### src/rtl/riscv_pkg.sv
// Shared RV32I decode definitions: opcodes, ALU/result encodings, immediate formats
// and the ID/EX pipeline record.
package riscv_pkg;

  localparam logic [6:0] OP_LOAD   = 7'b0000011;
  localparam logic [6:0] OP_STORE  = 7'b0100011;
  localparam logic [6:0] OP_R      = 7'b0110011;
  localparam logic [6:0] OP_I      = 7'b0010011;
  localparam logic [6:0] OP_BRANCH = 7'b1100011;
  localparam logic [6:0] OP_JAL    = 7'b1101111;
  localparam logic [6:0] OP_JALR   = 7'b1100111;
  localparam logic [6:0] OP_LUI    = 7'b0110111;
  localparam logic [6:0] OP_AUIPC  = 7'b0010111;

  typedef enum logic [3:0] {
    ALU_ADD   = 4'h0,
    ALU_SUB   = 4'h1,
    ALU_AND   = 4'h2,
    ALU_OR    = 4'h3,
    ALU_XOR   = 4'h4,
    ALU_SLT   = 4'h5,
    ALU_SLTU  = 4'h6,
    ALU_SLL   = 4'h7,
    ALU_SRL   = 4'h8,
    ALU_SRA   = 4'h9,
    ALU_PASSB = 4'hA
  } alu_ctrl_e;

  localparam logic [1:0] RES_ALU = 2'b00;
  localparam logic [1:0] RES_MEM = 2'b01;
  localparam logic [1:0] RES_PC4 = 2'b10;

  typedef enum logic [2:0] {
    IMM_NONE = 3'd0,
    IMM_I    = 3'd1,
    IMM_S    = 3'd2,
    IMM_B    = 3'd3,
    IMM_U    = 3'd4,
    IMM_J    = 3'd5
  } imm_type_e;

  typedef struct packed {
    logic        reg_write;
    logic        mem_write;
    logic        branch;
    logic        jump;
    logic        jalr;
    logic        alu_src;
    logic        alu_src_a;
    logic [1:0]  result_src;
    alu_ctrl_e   alu_ctrl;
    logic [2:0]  funct3;
    logic [31:0] rd1;
    logic [31:0] rd2;
    logic [31:0] imm;
    logic [31:0] pc;
    logic [31:0] pc4;
    logic [4:0]  rs1;
    logic [4:0]  rs2;
    logic [4:0]  rd;
  } idex_t;

  function automatic logic [31:0] imm_gen(input logic [31:0] instr, input imm_type_e t);
    logic [31:0] imm;
    case (t)
      IMM_I:   imm = {{20{instr[31]}}, instr[31:20]};
      IMM_S:   imm = {{20{instr[31]}}, instr[31:25], instr[11:7]};
      IMM_B:   imm = {{19{instr[31]}}, instr[31], instr[7], instr[30:25], instr[11:8], 1'b0};
      IMM_U:   imm = {instr[31:12], 12'b0};
      IMM_J:   imm = {{11{instr[31]}}, instr[31], instr[19:12], instr[20], instr[30:21], 1'b0};
      default: imm = '0;
    endcase
    return imm;
  endfunction

  // Bit 30 selects SUB only for register-register; shifts use it for both R and I forms.
  function automatic alu_ctrl_e alu_dec(input logic [2:0] f3, input logic f7b5, input logic is_r);
    alu_ctrl_e op;
    case (f3)
      3'b000:  op = (is_r && f7b5) ? ALU_SUB : ALU_ADD;
      3'b001:  op = ALU_SLL;
      3'b010:  op = ALU_SLT;
      3'b011:  op = ALU_SLTU;
      3'b100:  op = ALU_XOR;
      3'b101:  op = f7b5 ? ALU_SRA : ALU_SRL;
      3'b110:  op = ALU_OR;
      default: op = ALU_AND;
    endcase
    return op;
  endfunction

endpackage

### src/rtl/reg_file.sv
// 32x32 register file: two asynchronous reads, one write per cycle, x0 hardwired to zero.
module reg_file #(
  parameter bit RF_CLEAR_ON_RST = 1'b1,
  parameter bit WB_BYPASS       = 1'b1
) (
  input  logic        i_clk,
  input  logic        i_rst_n,
  input  logic        i_we,
  input  logic [4:0]  i_wa,
  input  logic [31:0] i_wd,
  input  logic [4:0]  i_ra1,
  input  logic [4:0]  i_ra2,
  output logic [31:0] o_rd1,
  output logic [31:0] o_rd2
);

  logic [31:0] r_regs [32];
  logic        w_wr;

  assign w_wr = i_we && (i_wa != '0);

  generate
    if (RF_CLEAR_ON_RST) begin : g_rst
      always_ff @(posedge i_clk or negedge i_rst_n) begin
        if (!i_rst_n) begin
          for (int unsigned i = 0; i < 32; i++) r_regs[i] <= '0;
        end else if (w_wr) begin
          r_regs[i_wa] <= i_wd;
        end
      end
    end else begin : g_norst
      always_ff @(posedge i_clk) begin
        if (w_wr) r_regs[i_wa] <= i_wd;
      end
    end
  endgenerate

  always_comb begin
    o_rd1 = (i_ra1 == '0) ? '0 : r_regs[i_ra1];
    o_rd2 = (i_ra2 == '0) ? '0 : r_regs[i_ra2];
    if (WB_BYPASS && w_wr && (i_wa == i_ra1)) o_rd1 = i_wd;
    if (WB_BYPASS && w_wr && (i_wa == i_ra2)) o_rd2 = i_wd;
  end

endmodule

### src/rtl/decode_stage.sv
// RV32I decode stage: register file, main/ALU decode, immediate generation,
// load-use stall and taken-branch squash feeding the ID/EX register.
module decode_stage
  import riscv_pkg::*;
#(
  parameter bit RF_CLEAR_ON_RST = 1'b1,
  parameter bit WB_BYPASS       = 1'b1
) (
  input  logic        clk,
  input  logic        rst_n,
  input  logic [31:0] InstrD,
  input  logic [31:0] PCD,
  input  logic [31:0] PCPlus4D,
  input  logic        PCSrcE,
  input  logic        RegWriteW,
  input  logic [4:0]  RdW,
  input  logic [31:0] ResultW,
  output logic        PCWrite,
  output logic        IF_ID_Write,
  output logic [4:0]  Rs1D,
  output logic [4:0]  Rs2D,
  output logic        RegWriteE,
  output logic        MemWriteE,
  output logic        BranchE,
  output logic        JumpE,
  output logic        JalrE,
  output logic        ALUSrcE,
  output logic        ALUSrcAE,
  output logic [1:0]  ResultSrcE,
  output logic [3:0]  ALUControlE,
  output logic [2:0]  Funct3E,
  output logic [31:0] RD1E,
  output logic [31:0] RD2E,
  output logic [31:0] ImmExtE,
  output logic [31:0] PCE,
  output logic [31:0] PCPlus4E,
  output logic [4:0]  Rs1E,
  output logic [4:0]  Rs2E,
  output logic [4:0]  RdE
);

  idex_t     r_idex;
  logic      r_kill;
  idex_t     w_dec;
  logic      w_dec_ok;
  imm_type_e w_imm_type;
  logic [31:0] w_rd1, w_rd2;
  logic      w_valid_d, w_stall;

  assign Rs1D = InstrD[19:15];
  assign Rs2D = InstrD[24:20];

  reg_file #(
    .RF_CLEAR_ON_RST(RF_CLEAR_ON_RST),
    .WB_BYPASS      (WB_BYPASS)
  ) u_rf (
    .i_clk  (clk),
    .i_rst_n(rst_n),
    .i_we   (RegWriteW),
    .i_wa   (RdW),
    .i_wd   (ResultW),
    .i_ra1  (Rs1D),
    .i_ra2  (Rs2D),
    .o_rd1  (w_rd1),
    .o_rd2  (w_rd2)
  );

  always_comb begin
    w_dec          = '0;
    w_dec_ok       = 1'b1;
    w_imm_type     = IMM_NONE;
    w_dec.funct3   = InstrD[14:12];
    w_dec.rd1      = w_rd1;
    w_dec.rd2      = w_rd2;
    w_dec.pc       = PCD;
    w_dec.pc4      = PCPlus4D;
    w_dec.rs1      = Rs1D;
    w_dec.rs2      = Rs2D;
    w_dec.rd       = InstrD[11:7];
    w_dec.alu_ctrl = ALU_ADD;
    case (InstrD[6:0])
      OP_LOAD:   begin w_dec.reg_write = 1'b1; w_dec.alu_src = 1'b1; w_dec.result_src = RES_MEM; w_imm_type = IMM_I; end
      OP_STORE:  begin w_dec.mem_write = 1'b1; w_dec.alu_src = 1'b1; w_imm_type = IMM_S; end
      OP_R:      begin w_dec.reg_write = 1'b1; w_dec.alu_ctrl = alu_dec(InstrD[14:12], InstrD[30], 1'b1); end
      OP_I:      begin
        w_dec.reg_write = 1'b1; w_dec.alu_src = 1'b1; w_imm_type = IMM_I;
        w_dec.alu_ctrl  = alu_dec(InstrD[14:12], InstrD[30], 1'b0);
      end
      OP_BRANCH: begin w_dec.branch = 1'b1; w_dec.alu_ctrl = ALU_SUB; w_imm_type = IMM_B; end
      OP_JAL:    begin w_dec.reg_write = 1'b1; w_dec.jump = 1'b1; w_dec.result_src = RES_PC4; w_imm_type = IMM_J; end
      OP_JALR:   begin
        w_dec.reg_write = 1'b1; w_dec.jalr = 1'b1; w_dec.alu_src = 1'b1;
        w_dec.result_src = RES_PC4; w_imm_type = IMM_I;
      end
      OP_LUI:    begin w_dec.reg_write = 1'b1; w_dec.alu_src = 1'b1; w_dec.alu_ctrl = ALU_PASSB; w_imm_type = IMM_U; end
      OP_AUIPC:  begin w_dec.reg_write = 1'b1; w_dec.alu_src = 1'b1; w_dec.alu_src_a = 1'b1; w_imm_type = IMM_U; end
      default:   w_dec_ok = 1'b0;
    endcase
    w_dec.imm = imm_gen(InstrD, w_imm_type);
  end

  // The instruction in D is wrong-path for one cycle after a redirect, since fetch is not flushed.
  assign w_valid_d   = !r_kill;
  assign w_stall     = w_valid_d && (r_idex.result_src == RES_MEM) && (r_idex.rd != '0) &&
                       ((r_idex.rd == Rs1D) || (r_idex.rd == Rs2D));
  assign PCWrite     = !(w_stall && !PCSrcE);
  assign IF_ID_Write = !(w_stall && !PCSrcE);

  always_ff @(posedge clk or negedge rst_n) begin
    if (!rst_n) begin
      r_idex <= '0;
      r_kill <= 1'b0;
    end else begin
      r_kill <= PCSrcE;
      if (PCSrcE || !w_valid_d || w_stall || !w_dec_ok) r_idex <= '0;
      else                                             r_idex <= w_dec;
    end
  end

  assign RegWriteE   = r_idex.reg_write;
  assign MemWriteE   = r_idex.mem_write;
  assign BranchE     = r_idex.branch;
  assign JumpE       = r_idex.jump;
  assign JalrE       = r_idex.jalr;
  assign ALUSrcE     = r_idex.alu_src;
  assign ALUSrcAE    = r_idex.alu_src_a;
  assign ResultSrcE  = r_idex.result_src;
  assign ALUControlE = r_idex.alu_ctrl;
  assign Funct3E     = r_idex.funct3;
  assign RD1E        = r_idex.rd1;
  assign RD2E        = r_idex.rd2;
  assign ImmExtE     = r_idex.imm;
  assign PCE         = r_idex.pc;
  assign PCPlus4E    = r_idex.pc4;
  assign Rs1E        = r_idex.rs1;
  assign Rs2E        = r_idex.rs2;
  assign RdE         = r_idex.rd;

endmodule

### config.mk
export PLATFORM = sky130hd
export DESIGN_NAME = decode_stage
export DESIGN_NICKNAME = d
export VERILOG_FILES = /design/src/rtl/riscv_pkg.sv /design/src/rtl/reg_file.sv /design/src/rtl/decode_stage.sv
export SDC_FILE = /design/constraint.sdc
export NUM_CORES = 2
export LEC_CHECK = 0
export ABC_AREA = 1
export BUFFER_PORTS_ARGS = -buffer_cell sky130_fd_sc_hd__buf_4
export CAP_MARGIN = 20
export CORE_ASPECT_RATIO = 0.8
export CORE_UTILIZATION = 25
export CTS_CLUSTER_DIAMETER = 120
export CTS_CLUSTER_SIZE = 10
export DETAILED_ROUTE_END_ITERATION = 10
export PLACE_DENSITY = 0.37
export SLEW_MARGIN = 10
export SYNTH_ARGS = -nofsm -noshare
export SYNTH_HDL_FRONTEND = slang
export SYNTH_SLANG_ARGS = --single-unit
### constraint.sdc
create_clock -name clk -period 2.7 [get_ports clk]
set_clock_uncertainty 0.15 [all_clocks]
set_input_delay 0 -clock clk [delete_from_list [all_inputs] [get_ports clk]]
set_output_delay 0 -clock clk [all_outputs]
set_load 0.05 [all_outputs]
=== Yosys cells after proc, flatten, opt, wreduce, memory -nomap -nowiden ===
Cells that the tools add are included.

* Register bits after elaboration: 1216
* Bits of input ports: 137
* Output and inout bits: 203
* Logic and storage cells: 140

* $lt $le $gt $ge: 4
* Equal/unequal tests: 25
* Muxes and demuxes: 30
* Bitwise logic cells: 3
* Reductions and logical operators: 27

{| class="wikitable"
|+ Operator list
! cell !! count
|-
| bitwise mux 1024 bit || 1
|-
| binary-select mux 32 bit (select 5 bit) || 2
|-
| 2-to-1 mux 32 bit || 9
|-
| 2-to-1 mux 191 bit || 1
|-
| demux 32 bit (select 5 bit) || 1
|-
| one-hot mux 32 bit (5 select lines) || 1
|-
| one-hot mux 4 bit (7 select lines) || 2
|-
| == test 7 x 6 -> 1 bit, second input constant || 3
|-
| == test 7 bit, second input constant || 3
|-
| == test 5 bit || 4
|-
| >= comparator 6 bit, second input constant || 3
|-
| NOT 5 -> 6 bit || 3
|-
| one-hot mux 4 bit (4 select lines) || 1
|-
| == test 3 bit, second input constant || 5
|-
| one-hot mux 3 bit (5 select lines) || 1
|-
| == test 7 x 5 -> 1 bit, second input constant || 2
|-
| == test 3 x 2 -> 1 bit, second input constant || 4
|-
| logical NOT 5 bit || 2
|-
| 2-to-1 mux 1 bit || 10
|-
| nonzero test 5 bit || 2
|-
| OR reduction 9 bit || 1
|-
| logical AND 1 bit || 8
|-
| == test 7 x 2 -> 1 bit, second input constant || 1
|-
| OR reduction 7 bit || 1
|-
| other kinds (10) || 18
|}

=== Logic depth before layout (Yosys ltp) ===
* Depth in word-level cells: 7
* Mapped depth: 12
* Depth with buffers taken out: 10

=== Hierarchy ===
A second synthesis with hierarchy kept.

* Cell total of the unflattened synthesis: 8985
* Area total of the unflattened synthesis: 64167.8 um2

{| class="wikitable"
|+ Modules (own cells, without submodules)
! module !! times used !! cells an instance !! area an instance (um2) !! seq. area each (um2)
|-
| reg_file || 1 || 8260 || 57062.2 || 25624.6
|-
| decode_stage || 1 || 725 || 7105.6 || 4804.6
|}

=== Worst setup path after synthesis ===
Ideal clock, no wire load.

* Kind: register to output
* Start: reg r_idex, in the netlist RdE[4]
* End: out PCWrite
* Arrival time: 1982 ps
* Data required time: 2550 ps
* Path slack: 568 ps
* Stages on the path, launching flop included: 11
* Buffers on the path: 2
* Cell sequence: dfrtp_1 > inv_1 > nand2_1 > nand2_1 > nor2_1 > nand3_1 > nand2_1 > nand2_1 > buf_2 > or2_2 > buf_4

* Cells in the longest elaborated chain, start to end: 5
* Elaborated cells on any way between the ends: 8
* Classes of those cells: eq/ne (2); reduce/logical (6)

{| class="wikitable"
|+ RTL lines
! element !! RTL line !! text
|-
| start, declared || decode_stage.sv:42 || <nowiki>idex_t r_idex;</nowiki>
|-
| start signal, assigned || decode_stage.sv:116 || <nowiki>else r_idex <= w_dec;</nowiki>
|-
| == test 5 bit / nonzero test 5 bit (equally long branches) || decode_stage.sv:105, decode_stage.sv:104 ||
|-
| logical OR 1 bit / logical AND 1 bit (equally long branches) || decode_stage.sv:105, decode_stage.sv:104 ||
|-
| logical AND 1 bit (*) || decode_stage.sv:104 || <nowiki>assign w_stall = w_valid_d && (r_idex.result_src == RES_MEM) && (r_idex.rd != '0) &&</nowiki>
|-
| logical AND 1 bit (*) || n/a ||
|-
| logical NOT 1 bit (*) || n/a ||
|-
| end, declared || decode_stage.sv:18 || <nowiki>output logic PCWrite,</nowiki>
|}

Every way passes the cells marked *; elsewhere a longest branch is shown, timed or not.

=== Worst setup path in the final report ===
* Start: in InstrD[1]
* End: reg r_idex, in the netlist ImmExtE[7]

* Cells in the longest elaborated chain, start to end: 6
* Elaborated cells on any way between the ends: 23
* Classes of those cells: eq/ne (14); mux (4); reduce/logical (5)

{| class="wikitable"
|+ RTL lines
! element !! RTL line !! text
|-
| start, declared || decode_stage.sv:11 || <nowiki>input logic [31:0] InstrD,</nowiki>
|-
| == test 7 bit, or another cell as far along || decode_stage.sv:81 || <nowiki>case (InstrD[6:0])</nowiki>
|-
| OR reduction 3 bit (no source line), or another cell as far along || n/a ||
|-
| one-hot mux 3 bit (5 select lines) / 2-to-1 mux 1 bit (equally long branches) || decode_stage.sv:81 ||
|-
| == test 3 bit, or another cell as far along || riscv_pkg.sv:65 || <nowiki>case (t)</nowiki>
|-
| one-hot mux 32 bit (5 select lines) / logical OR 1 bit (equally long branches) || riscv_pkg.sv:65, decode_stage.sv:115 ||
|-
| 2-to-1 mux 191 bit (*) || decode_stage.sv:115 || <nowiki>if (PCSrcE || !w_valid_d || w_stall || !w_dec_ok) r_idex <= '0;</nowiki>
|}

Marks and branches as above.
A chain may end at the register's enable or synchronous reset.

==> impl_results.md <==
- Worst hold path class: in2reg
- DR pass1 iterations: 8
- Avg WL per Cell: 24.7 um
- Worst slew pin tran: 1100 ps
- IO Port Bufs: 339
- Total GRT Usage: 0.241
- Synth top area cells: dfrtp_1 45%, nand2_1 17%, nand3_1 15%
- Worst EP arrival: 3150 ps
- Initial Util: 0.252
- Fmax: 380 MHz
- CTS max path bufs: 3
- Seq/Total Area, Yosys: 0.454
- Share of layout cells above drive strength 1: 0.0956
- Reg-to-reg endpoint: ImmExtE[5]
- # clock sinks: 1216
- Die ar.: 270000 um2
- Antenna Violating Nets Remaining: 0
- Root Buffer: clkbuf_16
- Worst hold endpoint: MemWriteE
- Final setup viols: 0
- Final Hold Viols: 0
- Period utilization: 0.975
- DR vias: 67.0k
- Min cycle time layout: 2630 ps
- Residual DRC: 0
- Max_cap viols: 0
- Worst hold start: InstrD[6]
- Total Routed Length: 331000 um
- FP Rows: 169
- Hold Path Depth: 5
- Pin count of the biggest net entering global routing: 126
- Detail Placement HPWL: 200000 um
- Power, Total: 52000 uW
- Final slew viol count: 0
- Synth top area share: 0.454
- Max_slew headroom: 0.267
- Top Ports: 340
- CTS tree: done
- Power density over cell area: 638 nW/um2
- Post-Synthesis Cell Area: 67000 um2
- Unrepaired setup endpoints after global routing: false
- Clk_lat worst skew: 800 ps
- Setup crit end kind: flop
- Setup TNS: 0 ps
- Reg2reg path depth: 9
- Mapped Cells: 9615
- Mean Syn Cell Area: 6.97 um2
- CTS Buf Count: 139
- Number of global-route vias before repair: 64.9k
- DRT iter0 DRCs: 7057
- Syn nets: 9752
- Fill count: 28.4k
- Final layout net count: 10.0k
- First-pass GRT wire length: 482000 um
- Area Overhead vs Synth: 21.7%
- CP required: 3220 ps
- Core Box Area: 266000 um2
- R2R setup slack: 240 ps
- Post-synthesis cell type count: 35
- Synth area leader: dfrtp_1
- Max H-tree Level: 4
- Worst r2r src: RdE[0]
- DIE HEIGHT: 465 um
- Status: completed
- Routed vias/inst: 4.99
- Gpl congestion: 0.839
- Startpoint types: input pin
- Final core occ: 0.307
- Reg clk slew, reported paths: 60 ps
- Max Fanout on Critical Path: 32
- Leak: 0.0406 uW
- Initial antenna violation count: 14
- Die width: 581 um
- Worst vdd ir: 0.520 mV
- Crit path kind: in2reg
- Yosys warning count: 0
- GRT overflow: 0
- Synthesized flop and latch total: 1216
cell families after synthesis:
kind of cell,count (synthesis),synth area share
AOI/OAI and AO/OA,1159,0.0900
xor gates and xnor gates,16,0.00209
DFF,1216,0.454
buffers and inverters,1948,0.114
and+or+nand+nor,5276,0.339
worst max-delay path, stage by stage:
cell and delay (ps):
dlygate4sd3_1 540, buf_4 130, nand2_1 120, nor2_1 60
dlygate4sd3_1 570, nand2_1 200, nand2_1 130, nor2_2 160
nand3_4 160, nand3_4 200, buf_12 220, nor3b_1 70
dlygate4sd3_1 570
cell usage in the layout (no fill, tap or decap), types with 66 or more instances in the layout:
cell / instances
dfrtp_1: 1215
buf_12: 115
nor2_1: 121
nand3_1: 1996
a21oi_1: 66
buf_4: 545
clkbuf_16: 144
dlygate4sd3_1: 292
inv_1: 1094
nand2_1: 2978
o21ai_0: 975
report_power, final:
group / switching, uW / total (uW) / internal, uW
clock network: 8190 / 17700 / 9480
registers: 1490 / 22500 / 21100
logic: 7710 / 11800 / 4050
area by class of cell:
type,instances,area [um2],area share
Multi-Input combinational cell,6452,29200,0.358
Antenna cell,6,15.0,0.000184
Clock buffer,144,3600,0.0442
Timing Repair Buffer,963,9510,0.117
Clock inverter,8,114,0.00140
Tap cell,3505,4390,0.0538
Sequential cell,1216,30400,0.373
Inverter,1113,4220,0.0518
metal layers:
layer	part of all wire	vias up	wire, um	GRT usage
met3	0.052	504	17300	0.0288
met2	0.46	2380	153000	0.392
met4	0.031	2	10300	0.0713
li1	-	31100	-	-
met5	0.000039	-	13	0
met1	0.46	33000	151000	0.336
repair_timing:
| item | 4_1_cts | 5_1_grt |
|---|---|---|
| buffers inserted | 0 | 2 |
| setup endpoints to repair | 0 | 22 |
| hold buffers | 296 | 1 |
| endpoints found under the hold margin | 2349 | 1 |
| gates resized for setup | 0 | 7 |
how the worst max path moves through the flow:
| stage | start | endpoint | cells past startpoint | slack (ps) |
|---|---|---|---|---|
| 5_1_grt | RdE[3] | IF_ID_Write | 9 | 10 |
| 2_1_floorplan | RdE[4] | PCWrite | 10 | 570 |
| 6_report | InstrD[1] | ImmExtE[7] | 13 | 70 |
| 4_1_cts | InstrD[0] | ImmExtE[6] | 13 | 20 |
| 3_5_place_dp | InstrD[18] | RD1E[28] | 8 | 270 |
| 3_3_place_gp | InstrD[18] | RD1E[28] | 8 | 340 |
registers in the layout (all words and copies together) (netlist names), 3 cells and up:
name         count
Funct3E          3
u_rf.r_regs   1024
PCE             32
ImmExtE         32
Rs2E             5
ALUControlE      4
PCPlus4E        32
RD1E            32
Rs1E             5
RdE              5
RD2E            32
through the flow:
step | worst slack, ps | hold slack [ps] | instance area (um2) | cells
2_1_floorplan | 568 | -446 | 67000 | 9615
3_3_place_gp | 338 | -126 | 74700 | 12900
3_5_place_dp | 269 | -131 | 74700 | 12900
4_1_cts | 22.9 | 3.61 | 81400 | 13400
5_1_grt | 9.59 | 62.5 | 81500 | 13400
6_report | 66.7 | 56.0 | 81500 | 13400
synthesized netlist by cell type (all sizes together):
cell type,number
inv,1110
nor3,17
nand4,65
buf,273
a211oi,10
a31oi,14
or2,43
o21ai,994
a22oi,5
xnor2,8
a21boi,1
a21oi,69
dfrtp,1216
clkinv,3
nor2,130
nand3,2001
nor3b,5
nor4,3
clkbuf,562
o22ai,1
xor2,8
nand2,3012
o211ai,65
(Power assumes the default switching activity.)
